===== src/rtl/irq_pkg.sv =====
// Shared constants and state encoding for the interrupt request stage.
// The encoder sitting beside this block must use the same widths.
package irq_pkg;

    localparam int IRQ_N    = 8;
    localparam int IRQ_IDW  = 3;
    localparam int IRQ_OVFW = 8;

    typedef enum logic {
        ST_IDLE  = 1'b0,
        ST_ISSUE = 1'b1
    } irq_state_e;

endpackage : irq_pkg


===== src/rtl/irq_sync_edge.sv =====
// One request line: two-flop synchroniser followed by a rising-edge detector.
// The edge output is a single-cycle pulse in the clk domain.
module irq_sync_edge
    import irq_pkg::*;
(
    input  logic clk,
    input  logic rst,
    input  logic req_in,
    output logic req_edge
);

    logic s1_q, s1_d;
    logic s2_q, s2_d;
    logic prev_q, prev_d;

    always_comb begin
        s1_d   = req_in;
        s2_d   = s1_q;
        prev_d = s2_q;
    end

    always_ff @(posedge clk or posedge rst) begin
        if (rst) begin
            s1_q   <= 1'b0;
            s2_q   <= 1'b0;
            prev_q <= 1'b0;
        end else begin
            s1_q   <= s1_d;
            s2_q   <= s2_d;
            prev_q <= prev_d;
        end
    end

    assign req_edge = s2_q & ~prev_q;

endmodule : irq_sync_edge


===== src/rtl/irq_request_stage.sv =====
// Latches synchronised request edges as sticky pending bits, presents them masked to an
// external priority encoder, and issues the encoder's pick through a valid/ack handshake.
module irq_request_stage
    import irq_pkg::*;
#(
    parameter int N    = IRQ_N,
    parameter int IDW  = IRQ_IDW,
    parameter int OVFW = IRQ_OVFW
)
(
    input  logic            clk,
    input  logic            rst,
    input  logic [N-1:0]    req,
    input  logic            mask_we,
    input  logic [N-1:0]    mask_wdata,
    output logic [N-1:0]    pend_vec,
    input  logic [IDW-1:0]  enc_id,
    output logic            irq_valid,
    output logic [IDW-1:0]  irq_id,
    input  logic            irq_ack,
    output logic [N-1:0]    pending,
    output logic [OVFW-1:0] ovf_cnt
);

    logic [N-1:0]    req_edge;
    logic [N-1:0]    clr_vec;
    logic            overrun_hit;

    logic [N-1:0]    pending_q, pending_d;
    logic [N-1:0]    mask_q, mask_d;
    logic [OVFW-1:0] ovf_q, ovf_d;
    logic [IDW-1:0]  irq_id_q, irq_id_d;
    irq_state_e      state_q, state_d;

    for (genvar i = 0; i < N; i++) begin : g_sync
        irq_sync_edge u_sync_edge (
            .clk      (clk),
            .rst      (rst),
            .req_in   (req[i]),
            .req_edge (req_edge[i])
        );
    end

    // Only an accepted handshake clears a bit; a fresh edge on the same bit overrides it.
    always_comb begin
        clr_vec = '0;
        if (state_q == ST_ISSUE && irq_ack) begin
            clr_vec[irq_id_q] = 1'b1;
        end
        pending_d   = (pending_q & ~clr_vec) | req_edge;
        overrun_hit = |(req_edge & pending_q & ~clr_vec);
    end

    always_comb begin
        ovf_d = ovf_q;
        if (overrun_hit && ovf_q != {OVFW{1'b1}}) begin
            ovf_d = ovf_q + OVFW'(1);
        end
        mask_d = mask_q;
        if (mask_we) begin
            mask_d = mask_wdata;
        end
    end

    always_comb begin
        state_d  = state_q;
        irq_id_d = irq_id_q;
        case (state_q)
            ST_IDLE: begin
                if (|pend_vec) begin
                    irq_id_d = enc_id;
                    state_d  = ST_ISSUE;
                end
            end
            ST_ISSUE: begin
                if (irq_ack) begin
                    state_d = ST_IDLE;
                end
            end
            default: state_d = ST_IDLE;
        endcase
    end

    always_ff @(posedge clk or posedge rst) begin
        if (rst) begin
            pending_q <= '0;
            mask_q    <= '1;
            ovf_q     <= '0;
            irq_id_q  <= '0;
            state_q   <= ST_IDLE;
        end else begin
            pending_q <= pending_d;
            mask_q    <= mask_d;
            ovf_q     <= ovf_d;
            irq_id_q  <= irq_id_d;
            state_q   <= state_d;
        end
    end

    assign pend_vec  = pending_q & mask_q;
    assign pending   = pending_q;
    assign ovf_cnt   = ovf_q;
    assign irq_id    = irq_id_q;
    assign irq_valid = (state_q == ST_ISSUE);

endmodule : irq_request_stage


===== config.mk =====
export PLATFORM = sky130hd
export DESIGN_NAME = irq_request_stage
export DESIGN_NICKNAME = d
export VERILOG_FILES = /design/src/rtl/irq_pkg.sv /design/src/rtl/irq_sync_edge.sv /design/src/rtl/irq_request_stage.sv
export SDC_FILE = /design/constraint.sdc
export NUM_CORES = 1
export LEC_CHECK = 0
export CAP_MARGIN = 10
export CORE_MARGIN = 2
export CORE_UTILIZATION = 43
export DETAILED_ROUTE_END_ITERATION = 12
export PLACE_DENSITY = 0.75
export SKIP_CTS_REPAIR_TIMING = 1
export SYNTH_ARGS = -nofsm -noshare
export SYNTH_HDL_FRONTEND = slang
export SYNTH_SLANG_ARGS = --single-unit

===== constraint.sdc =====
create_clock -name clk -period 2 [get_ports clk]
set_input_delay 0.3 -clock clk [delete_from_list [all_inputs] [get_ports clk]]
set_output_delay 0.3 -clock clk [all_outputs]
set_load 0.005 [all_outputs]

==> reports/qor.yml <==
clkSinkCount: 52
violations: "negative setup slack"
critical_path_class: "register to register"
arrival_ns: 2.20
critPathLaunchType: "register"
seq_area_frac_synth_pct: 68.0
netlist_area_sq_mm: 0.00193
hpwl_microns: 2850
outcome: "finished with violations"
post-route-cell-area_sq_mm: 0.00282
slew_headroom_pct: 74.3
syn_nets: 164
core_sq_mm: 0.00432
setup_viol: 2
grt_pass1_wl_microns: 6400
ys_types: 30
clock_path_buffers: 2
multi_input_area_sq_um: 681
ctsHtreeMaxLevel: 2
worst_ep_required_time_ns: 2.18
r2r_setup_slack_ns: -0.02
num_rows: 24
grt_start_max_net_pins: 53
fin_crit_sh_pct: 101
synth_area_leaders: "dfrtp_1 57%, dfstp_2 11%, mux2_2 6.4%, nand2b_1 3.2%, nand2_1 2.7%"
crit_path_max_fanout: 8
cts_root_buf: "clkbuf_8"
max_freq_mhz: 496
fin_ws_ns: -0.0176
syn2layout_area_growth_pct: 46.1
nFillCells: 321
hold_path.class: "input pin to register"
drt_iter0_drc: 44
gp_congestion: 0.877
port_buffers: 50
insertion_delay_ns: 0.29
layout_commonest_cell: "clkdlybuf4s50_1"
synth-main-ff-cell: "dfrtp_1"
track_usage_pct: 16.4
tightest_slew_ns: 0.384
drc: 0
ios: 51
seq_area_sq_mm: 0.00131
wl_per_cell_microns: 14.6
diodes: 0
cts_tree: "done"
power.leakage_nw: 1.19
peakVddDrop_mv: 0.785
die_area_sq_mm: 0.00504
hold_slack_ns: 0.317
yosys.area.top_type: "dfrtp_1"
async_reset_ff_share_pct: 100
drv_cap: 0
synth_warnings: 0
drt_pre_antenna_iters: 4
place_area_sq_mm: 0.00260
period_needed_ns: 2.02
grt_pass1_vias: 1365
layout_common_cells: "49 x clkdlybuf4s50_1, 42 x dfrtp_1, 17 x buf_4, 14 x nand2_1, 10 x nand2b_1"
die_h_microns: 71.0
start_util_pct: 44.6
synth.top_cell.area_share_pct: 57.1
die_w_microns: 71.0
grt_antenna_before_repair: 0
routed_wl_microns: 3920
drive_gt1_share_pct: 31.0
power.total_mw: 2.81
fin_util_pct: 65.2
drv_slew: 0
fin_worst_skew_ns: 0.00656
gr-total-overflow: 0
clkTransAtPathRegs_ns: 0.09
end_kind: "register"
power.density_mw_per_mm2: 996
syn_inst: 140
synth_seq_cells: 52
ant_nets: 0
cts_made_buffers: 5
syn-mean-instance-area_sq_um: 13.8
final_nets: 239
vias: 1365
final_hold_viol_count: 0
rsz0062_at_grt: "true"
synth_edf_count: 0
via_per_inst: 5.09
[sequential cells by signal, summed over array words and instances (netlist names)]
| signal | count |
|---|---|
| g_sync.u_sync_edge.prev_d | 8 |
| mask_q | 8 |
| g_sync.u_sync_edge.s1_q | 8 |
| irq_id | 3 |
| g_sync.u_sync_edge.prev_q | 8 |
| irq_valid | 1 |
| pending | 8 |
| ovf_cnt | 8 |
[cell families (layout without fill, tap and decap cells)]
| kind of cell | Yosys count | in the layout | synth area share, % |
|---|---|---|---|
| AOI/OAI and AO/OA | 14 | 14 | 4.73 |
| xor gates and xnor gates | 5 | 5 | 2.27 |
| adders and majority gates | 1 | 1 | 0.648 |
| buffers and inverters | 2 | 78 | 0.389 |
| DFF | 52 | 52 | 68.0 |
| muxes | 14 | 14 | 8.50 |
| and+or+nand+nor | 52 | 52 | 15.5 |
[metal layers]
metal	global-route usage, %	part of all wire [%]	routed length, microns
met5	0	0	0
met4	5.87	0.97	38
met3	4.56	6.6	259
met1	19.6	42	1650
met2	28.3	50	1980
[final cells by class]
cell class	instances	area share (%)
tap	52	2.31
inverter	1	0.133
clock buffer	7	3.06
timing repair buffer	69	23.5
clock inverter	1	0.266
sequential	52	46.6
multi-input combinational	86	24.1
[power breakdown]
part | total (mW) | switching [mW] | internal, mW | leakage [nW]
Sequential | 1.38 | 0.165 | 1.22 | 0.581
Clock | 0.593 | 0.311 | 0.281 | 0.0445
Combinational | 0.832 | 0.303 | 0.529 | 0.564
[cell usage after synthesis (all sizes together) (2+ instances only)]
cell	n
nor2	4
nand2	14
nand3	4
nand4	2
nor3	3
nor4	2
o22ai	4
nand2b	10
or4	2
o21ai	6
or2	2
and2	8
o31ai	2
dfstp	8
dfrtp	44
mux2	13
xor2	5
[per-stage QoR]
step,setup slack [ns],TNS (ns),cells
final,-0.0176,-0.0265,268
after global routing,-0.103,-0.308,268
after CTS,-0.196,-1.46,262
after detailed placement,-0.501,-3.85,254
after global placement,-0.356,-2.81,254
after floorplan,0.0199,0,140
[worst paths after layout]
path | from | to | cells past startpoint
hold reg to reg | g_sync[1].u_sync_edge.s1_q | g_sync[1].u_sync_edge.prev_d | 0
hold / removal | irq_ack | irq_valid | 2
setup reg to reg | irq_id[1] | ovf_cnt[1] | 7
setup / recovery | irq_id[1] | ovf_cnt[1] | 7
max in group asynchronous | rst | mask_q[1] | 3
min in group asynchronous | rst | g_sync[4].u_sync_edge.s1_q | 3
[critical path, stage by stage (launching register included)]
cell and delay, ns:
dfrtp_1 0.42, nand3b_1 0.30, o21ai_2 0.25, o22ai_2 0.13
nor4_4 0.28, buf_6 0.17, a21oi_2 0.05, mux2_4 0.30
(Power assumes the default switching activity.)
